File: src/rtl/mips_pkg.sv
// rtl/mips_pkg.sv - shared width default, multiplier state encoding and counter width
package mips_pkg;

    localparam int WIDTH_DEF = 32;
    localparam int CNT_W     = $clog2(WIDTH_DEF + 1);

    typedef enum logic [1:0] {
        IDLE = 2'd0,
        RUN  = 2'd1,
        FIX  = 2'd2
    } state_t;

endpackage

File: src/rtl/fadder.sv
// rtl/fadder.sv - 1-bit full adder
module fadder (
    input  logic a,
    input  logic b,
    input  logic cin,
    output logic s,
    output logic cout
);

    assign s    = a ^ b ^ cin;
    assign cout = (a & b) | (cin & (a ^ b));

endmodule

File: src/rtl/rca.sv
// rtl/rca.sv - WIDTH-bit ripple-carry adder built from a fadder chain, carry-in tied low
module rca import mips_pkg::*; #(
    parameter int WIDTH = WIDTH_DEF
) (
    input  logic [WIDTH-1:0] a,
    input  logic [WIDTH-1:0] b,
    output logic [WIDTH-1:0] sum,
    output logic             cout
);

    logic [WIDTH:0] c;

    assign c[0] = 1'b0;
    assign cout = c[WIDTH];

    for (genvar i = 0; i < WIDTH; i++) begin : g_bit
        fadder u_fa (
            .a    (a[i]),
            .b    (b[i]),
            .cin  (c[i]),
            .s    (sum[i]),
            .cout (c[i+1])
        );
    end

endmodule

File: src/rtl/mul_seq.sv
// rtl/mul_seq.sv - sequential shift-and-add MULT/MULTU producing the HI/LO pair
module mul_seq import mips_pkg::*; #(
    parameter int WIDTH = WIDTH_DEF
) (
    input  logic             clk,
    input  logic             rst_n,
    input  logic             start,
    input  logic             is_signed,
    input  logic [WIDTH-1:0] op_a,
    input  logic [WIDTH-1:0] op_b,
    output logic             busy,
    output logic             done,
    output logic [WIDTH-1:0] hi,
    output logic [WIDTH-1:0] lo
);

    localparam int CW = (WIDTH == WIDTH_DEF) ? CNT_W : $clog2(WIDTH + 1);
    localparam logic [CW-1:0] LAST_STEP = CW'(WIDTH - 1);

    state_t state, state_nxt;

    logic [WIDTH-1:0]   mcand;
    logic [WIDTH-1:0]   mplr;
    logic [WIDTH-1:0]   acc;
    logic               neg;
    logic [CW-1:0]      cnt;

    logic [WIDTH-1:0]   addend;
    logic [WIDTH-1:0]   sum;
    logic               carry;
    logic [WIDTH-1:0]   mag_a;
    logic [WIDTH-1:0]   mag_b;
    logic [2*WIDTH-1:0] prod;
    logic [2*WIDTH-1:0] prod_fix;

    // Magnitude of the most negative value wraps to itself, which is correct as unsigned.
    assign mag_a = (is_signed && op_a[WIDTH-1]) ? (~op_a + WIDTH'(1)) : op_a;
    assign mag_b = (is_signed && op_b[WIDTH-1]) ? (~op_b + WIDTH'(1)) : op_b;

    assign addend   = mplr[0] ? mcand : '0;
    assign prod     = {acc, mplr};
    assign prod_fix = neg ? (~prod + (2*WIDTH)'(1)) : prod;

    assign busy = (state != IDLE);

    rca #(.WIDTH(WIDTH)) u_rca (
        .a    (acc),
        .b    (addend),
        .sum  (sum),
        .cout (carry)
    );

    always_ff @(posedge clk or negedge rst_n) begin
        if (!rst_n) begin
            state <= IDLE;
        end else begin
            state <= state_nxt;
        end
    end

    always_comb begin
        state_nxt = state;
        case (state)
            IDLE:    if (start) state_nxt = RUN;
            RUN:     if (cnt == LAST_STEP) state_nxt = FIX;
            FIX:     state_nxt = IDLE;
            default: state_nxt = IDLE;
        endcase
    end

    always_ff @(posedge clk or negedge rst_n) begin
        if (!rst_n) begin
            mcand <= '0;
            mplr  <= '0;
            acc   <= '0;
            neg   <= 1'b0;
            cnt   <= '0;
            done  <= 1'b0;
            hi    <= '0;
            lo    <= '0;
        end else begin
            done <= 1'b0;
            case (state)
                IDLE: begin
                    if (start) begin
                        mcand <= mag_a;
                        mplr  <= mag_b;
                        neg   <= is_signed & (op_a[WIDTH-1] ^ op_b[WIDTH-1]);
                        acc   <= '0;
                        cnt   <= '0;
                    end
                end
                RUN: begin
                    // Right shift of {carry, sum, mplr}; the consumed multiplier bit drops out.
                    {acc, mplr} <= {carry, sum, mplr[WIDTH-1:1]};
                    cnt         <= cnt + CW'(1);
                end
                FIX: begin
                    {hi, lo} <= prod_fix;
                    done     <= 1'b1;
                end
                default: ;
            endcase
        end
    end

endmodule

File: config.mk
export PLATFORM = sky130hd
export DESIGN_NAME = mul_seq
export DESIGN_NICKNAME = d
export VERILOG_FILES = /design/src/rtl/mips_pkg.sv /design/src/rtl/fadder.sv /design/src/rtl/rca.sv /design/src/rtl/mul_seq.sv
export SDC_FILE = /design/constraint.sdc
export NUM_CORES = 1
export LEC_CHECK = 0
export BUFFER_PORTS_ARGS = -buffer_cell sky130_fd_sc_hd__buf_4
export CAP_MARGIN = 10
export CORE_UTILIZATION = 35
export CTS_CLUSTER_DIAMETER = 50
export CTS_CLUSTER_SIZE = 14
export DETAILED_ROUTE_END_ITERATION = 12
export PLACE_DENSITY = 0.53
export SLEW_MARGIN = 0
export SYNTH_ARGS = -nofsm -noshare
export SYNTH_HDL_FRONTEND = slang
export SYNTH_SLANG_ARGS = --single-unit
export TNS_END_PERCENT = 50
File: constraint.sdc
create_clock -name clk -period 12.5 [get_ports clk]
set_input_delay 2.5 -clock clk [delete_from_list [all_inputs] [get_ports clk]]
set_output_delay 2.5 -clock clk [all_outputs]
set_load 0.01 [all_outputs]
Word level (Yosys, flattened, before mapping)
Cells that the tools add are included.
{"block": "word_totals", "ff_bits": 170, "inputBits": 68, "output_inout_bits": 66, "word_cells": 202}
{"block": "classes", "add_sub_neg": 4, "eq_ne": 5, "muxes": 14, "n_bitwise": 162, "reduce_logical": 8}
{"cell": "32-bit two-way mux", "count": 5}
{"cell": "32-bit one-hot mux with 2 select lines", "count": 2}
{"cell": "32-bit by 1-bit adder with 32-bit output, second input constant", "count": 2}
{"cell": "64-bit by 1-bit adder with 64-bit output, second input constant", "count": 1}
{"cell": "1-bit AND", "count": 64}
{"cell": "64-bit two-way mux", "count": 1}
{"cell": "32-bit NOT", "count": 2}
{"cell": "64-bit NOT", "count": 1}
{"cell": "1-bit XOR", "count": 64}
{"cell": "1-bit bitwise OR", "count": 31}
{"cell": "6-bit one-hot mux with 2 select lines", "count": 1}
{"cell": "6-bit by 1-bit adder with 6-bit output, second input constant", "count": 1}
{"cell": "6-bit by 5-bit equality test with 1-bit output, second input constant", "count": 1}
{"cell": "6-bit two-way mux", "count": 1}
{"cell": "2-bit AND reduction", "count": 3}
{"cell": "2-bit two-way mux", "count": 2}
{"cell": "2-bit != test, second input constant", "count": 2}
{"cell": "2-bit one-hot mux with 2 select lines", "count": 1}
{"cell": "2-bit nonzero test", "count": 2}
{"cell": "2-bit by 1-bit equality test with 1-bit output, second input constant", "count": 1}
{"cell": "2-bit equality test, second input constant", "count": 1}
{"cell": "1-bit logical AND", "count": 2}
{"cell": "2-bit logical NOT", "count": 1}
{"cell": "1-bit two-way mux", "count": 1}

Depth between registers and ports, before layout
{"block": "logic_depth", "depth_word": 65, "depth_mapped": 38, "depth_no_buf": 37}

By module
Synthesis repeated with hierarchy kept, for this count alone.
{"block": "hier_totals", "hier_cells": 1118, "area_unflattened_um2": 10049.6}
{"mod": "mul_seq", "n_inst": 1, "cells_each": 1085, "area_per_inst_um2": 9405.3, "seq_area_each_um2": 4254.1}
{"mod": "fadder", "n_inst": 32, "cells_each": 1, "area_per_inst_um2": 20.0, "seq_area_each_um2": 0.0}
{"mod": "rca", "n_inst": 1, "cells_each": 1, "area_per_inst_um2": 3.8, "seq_area_each_um2": 0.0}

Worst setup path before layout
Ideal clock, no wire load.
{"block": "synth_timing", "path_kind": "register to register", "startpoint": "reg mplr[0]", "endpoint": "reg acc[30]", "setup_time_ns": 0.130, "arrival_time_ns": 12.679, "required_ns": 12.370, "setup_slack_ns": -0.309, "stages_incl_launch_ff": 38, "n_path_buf": 2, "period_less_slack_ns": 12.809, "path_cell_list": "dfrtp_1 -> clkbuf_1 -> clkbuf_1 -> nand2_1 -> fa_1 -> fa_1 -> fa_1 -> fa_1 -> fa_1 -> fa_1 -> fa_1 -> fa_1 -> fa_1 -> fa_1 -> fa_1 -> fa_1 -> fa_1 -> fa_1 -> [2 not listed] -> fa_1 -> fa_1 -> fa_1 -> fa_1 -> fa_1 -> fa_1 -> fa_1 -> fa_1 -> fa_1 -> fa_1 -> fa_1 -> fa_1 -> fa_1 -> inv_1 -> fa_1 -> inv_1 -> fa_1 -> o21ai_0"}
{"block": "synth_between", "elab_chain_len": 64, "elab_cells_between_ends": 125, "classes_between": "mux (2); bitwise (123)"}
{"element": "start: declaration", "line": "mul_seq.sv:23", "text": "logic [WIDTH-1:0] mplr;"}
{"element": "start signal: assignment", "line": "mul_seq.sv:87", "text": "mplr <= mag_b;"}
{"element": "start signal: assignment", "line": "mul_seq.sv:95", "text": "{acc, mplr} <= {carry, sum, mplr[WIDTH-1:1]};"}
{"element": "32-bit two-way mux (*)", "line": "mul_seq.sv:40", "text": "assign addend = mplr[0] ? mcand : '0;"}
{"element": "1-bit AND or 1-bit XOR (tied branches)", "line": "fadder.sv:11", "text": "assign cout = (a & b) | (cin & (a ^ b));"}
{"element": "1-bit AND", "line": "fadder.sv:11"}
{"element": "1-bit bitwise OR", "line": "fadder.sv:11"}
{"element": "1-bit AND", "line": "fadder.sv:11"}
{"element": "1-bit bitwise OR", "line": "fadder.sv:11"}
{"element": "1-bit AND", "line": "fadder.sv:11"}
{"element": "1-bit bitwise OR", "line": "fadder.sv:11"}
{"element": "[48 not listed]"}
{"element": "1-bit AND", "line": "fadder.sv:11"}
{"element": "1-bit bitwise OR", "line": "fadder.sv:11"}
{"element": "1-bit AND", "line": "fadder.sv:11"}
{"element": "1-bit bitwise OR", "line": "fadder.sv:11"}
{"element": "1-bit AND", "line": "fadder.sv:11"}
{"element": "1-bit bitwise OR", "line": "fadder.sv:11"}
{"element": "1-bit XOR (*)", "line": "fadder.sv:10", "text": "assign s = a ^ b ^ cin;"}
{"element": "32-bit one-hot mux with 2 select lines (*)", "line": "mul_seq.sv:83", "text": "case (state)"}
{"element": "end signal: assignment", "line": "mul_seq.sv:95"}
{"element": "end: declaration", "line": "mul_seq.sv:24", "text": "logic [WIDTH-1:0] acc;"}
Mark *: on every way between the ends. The rest lies on a longest branch, timed or not.
A chain may end at the register's enable or synchronous reset.

Worst setup path in the final report
{"block": "layout_timing", "startpoint": "reg mcand[0]", "endpoint": "reg acc[30]"}
{"block": "layout_between", "elab_chain_len": 64}
{"element": "start: declaration", "line": "mul_seq.sv:22", "text": "logic [WIDTH-1:0] mcand;"}
{"element": "start signal: assignment", "line": "mul_seq.sv:86", "text": "mcand <= mag_a;"}
{"element": "32-bit two-way mux", "line": "mul_seq.sv:40"}
{"element": "1-bit AND (2 in series)", "line": "fadder.sv:11"}
{"element": "1-bit bitwise OR", "line": "fadder.sv:11"}
{"element": "1-bit AND", "line": "fadder.sv:11"}
{"element": "1-bit bitwise OR", "line": "fadder.sv:11"}
{"element": "1-bit AND", "line": "fadder.sv:11"}
{"element": "1-bit bitwise OR", "line": "fadder.sv:11"}
{"element": "1-bit AND", "line": "fadder.sv:11"}
{"element": "[47 not listed]"}
{"element": "1-bit AND", "line": "fadder.sv:11"}
{"element": "1-bit bitwise OR", "line": "fadder.sv:11"}
{"element": "1-bit AND", "line": "fadder.sv:11"}
{"element": "1-bit bitwise OR", "line": "fadder.sv:11"}
{"element": "1-bit AND", "line": "fadder.sv:11"}
{"element": "1-bit bitwise OR", "line": "fadder.sv:11"}
{"element": "1-bit XOR", "line": "fadder.sv:10"}
{"element": "32-bit one-hot mux with 2 select lines", "line": "mul_seq.sv:83"}
No other way between the ends.

==> impl_metrics.toml <==
[drt]
drt-initial-drc-count = 544
dr.pass1.iters = 4
viasPerCell = 5.01
drt-total-wl_um = 26300
drc_errors = 0
num_vias = 7953
drtAntennaViolNets = 0
avgRoutedWirePerCell_um = 16.5

[layout]
fin_nets = 1302
fillers = 2799
syn_to_final_growth_pct = 20.4
drive_gt1_share_pct = 18.4
instances_no_fill = 1589
diodes = 0

[clocking]
cts.sinks = 170
cts_tree = "done"
htreeDepth = 4
clk_pin_slew_worst_paths_ns = 0.07
cts_made_buffers = 17
clk_latency_ns = 0.43
clock_path_buffers = 2
ctsRootBufferMaster = "clkbuf_16"
hold_buffers = 0

[setup_path]
critPathKind = "reg -> reg"
cp_data_arrival_time_ns = 12.37
cp_max_fo = 2
end_kind = "register"
cpMostUsedCell = "fa_2"
critPathMaxStageDelay_ns = 0.46
slowest_stage = "fa_1"
worstSetupStartpointType = "register"
worstPathRequired_ns = 12.80

[yosys]
synth_mux_area_share_pct = 0.202
synthAdderAreaFrac_pct = 6.88
synth_compound_area_share_pct = 18.3
synth_enable_flop_cells = 0
synthTopCellsByArea = "dfrtp_1 43%, o21ai_0 8.9%, nand2_1 6.5%"
synth_cell_types = 48
syn_area_um2 = 9930
syn-num-nets = 1202
synth_top_family_by_area = "compound AO/OA/AOI/OAI gates"
synth.most_common_cell = "o21ai_0"
yosys.area.top_type_share_pct = 42.8
netlist_top_cells_count = "176 x o21ai_0, 172 x nand2_1, 170 x dfrtp_1"
synth-simple-area-share_pct = 17.0
avgSynthCellArea_um2 = 9.05
yosys_warnings = 0
ys_async_sr_fraction_pct = 100
ys_seq_elements = 170
ys_seq_area_share_pct = 42.8
synth_cells = 1098
ys.flop_type = "dfrtp_1"
synth_xor_area_share_pct = 10.4
synth_largest_area_cell = "dfrtp_1"

[global_route]
grt_pass1_wl_um = 42400
grt_pass1_vias = 7617
grt.overflow.total = 0
grt_max_degree = 111
grt_util_all_layers_pct = 18.9
antenna_found_initial = 0

[power_and_ir_drop]
p_total_uw = 2220
powerDensity_nw_per_um2 = 185
power_leakage_uw = 0.00490
vdd_drop_max_mv = 0.119

[outcome]
outcome = "finished, final reports clean"

[placed_design]
dp_hpwl_um = 19700
portBuffers = 133
gp_congestion = 0.863
placed_cells = 1556

[timing]
layout_min_cycle_time_ns = 12.07
setup_viol = 0
worst_slew_pin_slew_ns = 0.957
period_share_pct = 96.6
final_max_slew_viol_count = 0
fmax_mhz = 82.8
fin_tns_setup_ns = 0
clock_skew_ns = 0.0103
relSlewSlack_pct = 36.2
finalHoldViolCount = 0
rsz0062_at_grt = "false"

[floorplan]
start_util_pct = 35.7
core_area_um2 = 27900
num_io_pins = 134
die_h_um = 170
rows = 61
dieArea_um2 = 29100
die_x_um = 170

[run]
drv_cap = 0

[hold_path]
min_path_type = "reg -> reg"
-- cell type report --
class,instances,area (um2),share of cell area (%)
clock inverters,14,186,1.56
repair buffers,149,1120,9.39
flip-flops and latches,170,4260,35.6
well taps,378,473,3.96
multi-input cells,812,5310,44.4
inverters,48,180,1.51
clock buffers,18,429,3.59
-- cell families after synthesis --
kind of cell,after synthesis
XOR/XNOR,118
AND/OR/NAND/NOR,351
flip-flops,170
adder cells (fa/ha/maj),36
multiplexers,2
buffers and inverters,116
AO/OA/AOI/OAI,305
-- worst max-delay path: cells and delay by family, from the launching register on --
| family | cells | cell delay, ns |
|---|---|---|
| compound gates | 1 | 0.07 |
| buf+inv | 3 | 0.17 |
| flops | 1 | 0.35 |
| simple gates | 1 | 0.13 |
| fa+ha+maj | 32 | 11.22 |
-- power breakdown --
| group | internal (uW) | switching [uW] |
|---|---|---|
| combinational | 324 | 458 |
| clock | 320 | 238 |
| sequential | 702 | 174 |
| total | 1350 | 870 |
-- cells in the final DEF, fill, tap and decap left out, types with 2 or more instances in the layout --
cell,count
bufinv_16,3
buf_4,148
o21ai_1,15
and2_1,5
fa_2,19
or4_1,13
nor2_2,2
clkinv_4,2
nand2_4,2
nand2_1,171
nand3_1,46
clkbuf_16,17
nor3_1,19
or2_2,3
inv_8,2
or4_4,2
a22oi_1,24
nor4_1,15
a21oi_1,26
clkinvlp_4,4
xnor2_1,63
o41ai_2,6
o41ai_1,16
a22o_1,4
o211ai_1,2
mux2i_1,2
a31oi_1,7
inv_6,3
or3_1,16
fa_1,12
o21ai_0,176
dfrtp_1,169
inv_1,48
o31ai_1,27
nand2b_1,3
nor2_1,30
nand4_1,9
ha_1,5
xor2_1,55
-- flip-flops by register name, indices dropped and copies added, names as in the netlist --
name	flops
acc	32
cnt	6
done	1
hi	32
lo	32
mcand	32
mplr	32
neg	1
state	2
-- timing repair --
item / 4_1_cts / 5_1_grt
endpoints found under the setup margin: 3 / 3
gates cloned: 0 / 0
buffers inserted: 0 / 1
endpoints found under the hold margin: 0 / 0
resized for setup: 6 / 9
-- worst paths after layout --
| check | end | from | cells past startpoint | slack, ns |
|---|---|---|---|---|
| hold / removal | lo[21] | lo[21] | 2 | 0.48 |
| setup reg to reg | acc[30] | mcand[0] | 37 | 0.43 |
| hold reg to reg | lo[21] | lo[21] | 2 | 0.48 |
| setup / recovery | acc[30] | mcand[0] | 37 | 0.43 |
| min in group asynchronous | hi[14] | rst_n | 1 | 2.01 |
| max in group asynchronous | neg | rst_n | 3 | 8.65 |
-- through the flow --
step           worst slack, ns  cell area (um2)  hold WS [ns]  util, %
3_5_place_dp            -0.247            11300         0.471     40.5
6_report                 0.429            12000         0.477     42.9
4_1_cts                0.00813            11900         0.486     42.8
5_1_grt                 0.0379            12000         0.500     42.9
2_1_floorplan           0.0392             9950         0.442        -
3_3_place_gp            -0.191            11300         0.459     40.5
-- layer usage --
metal / track usage [%] / wire length, um
met5: 0 / 0
met4: 5.76 / 401
met3: 2.81 / 1050
met2: 26.5 / 10800
met1: 29.5 / 14000
Note: power is estimated with default switching activity, not from simulation.
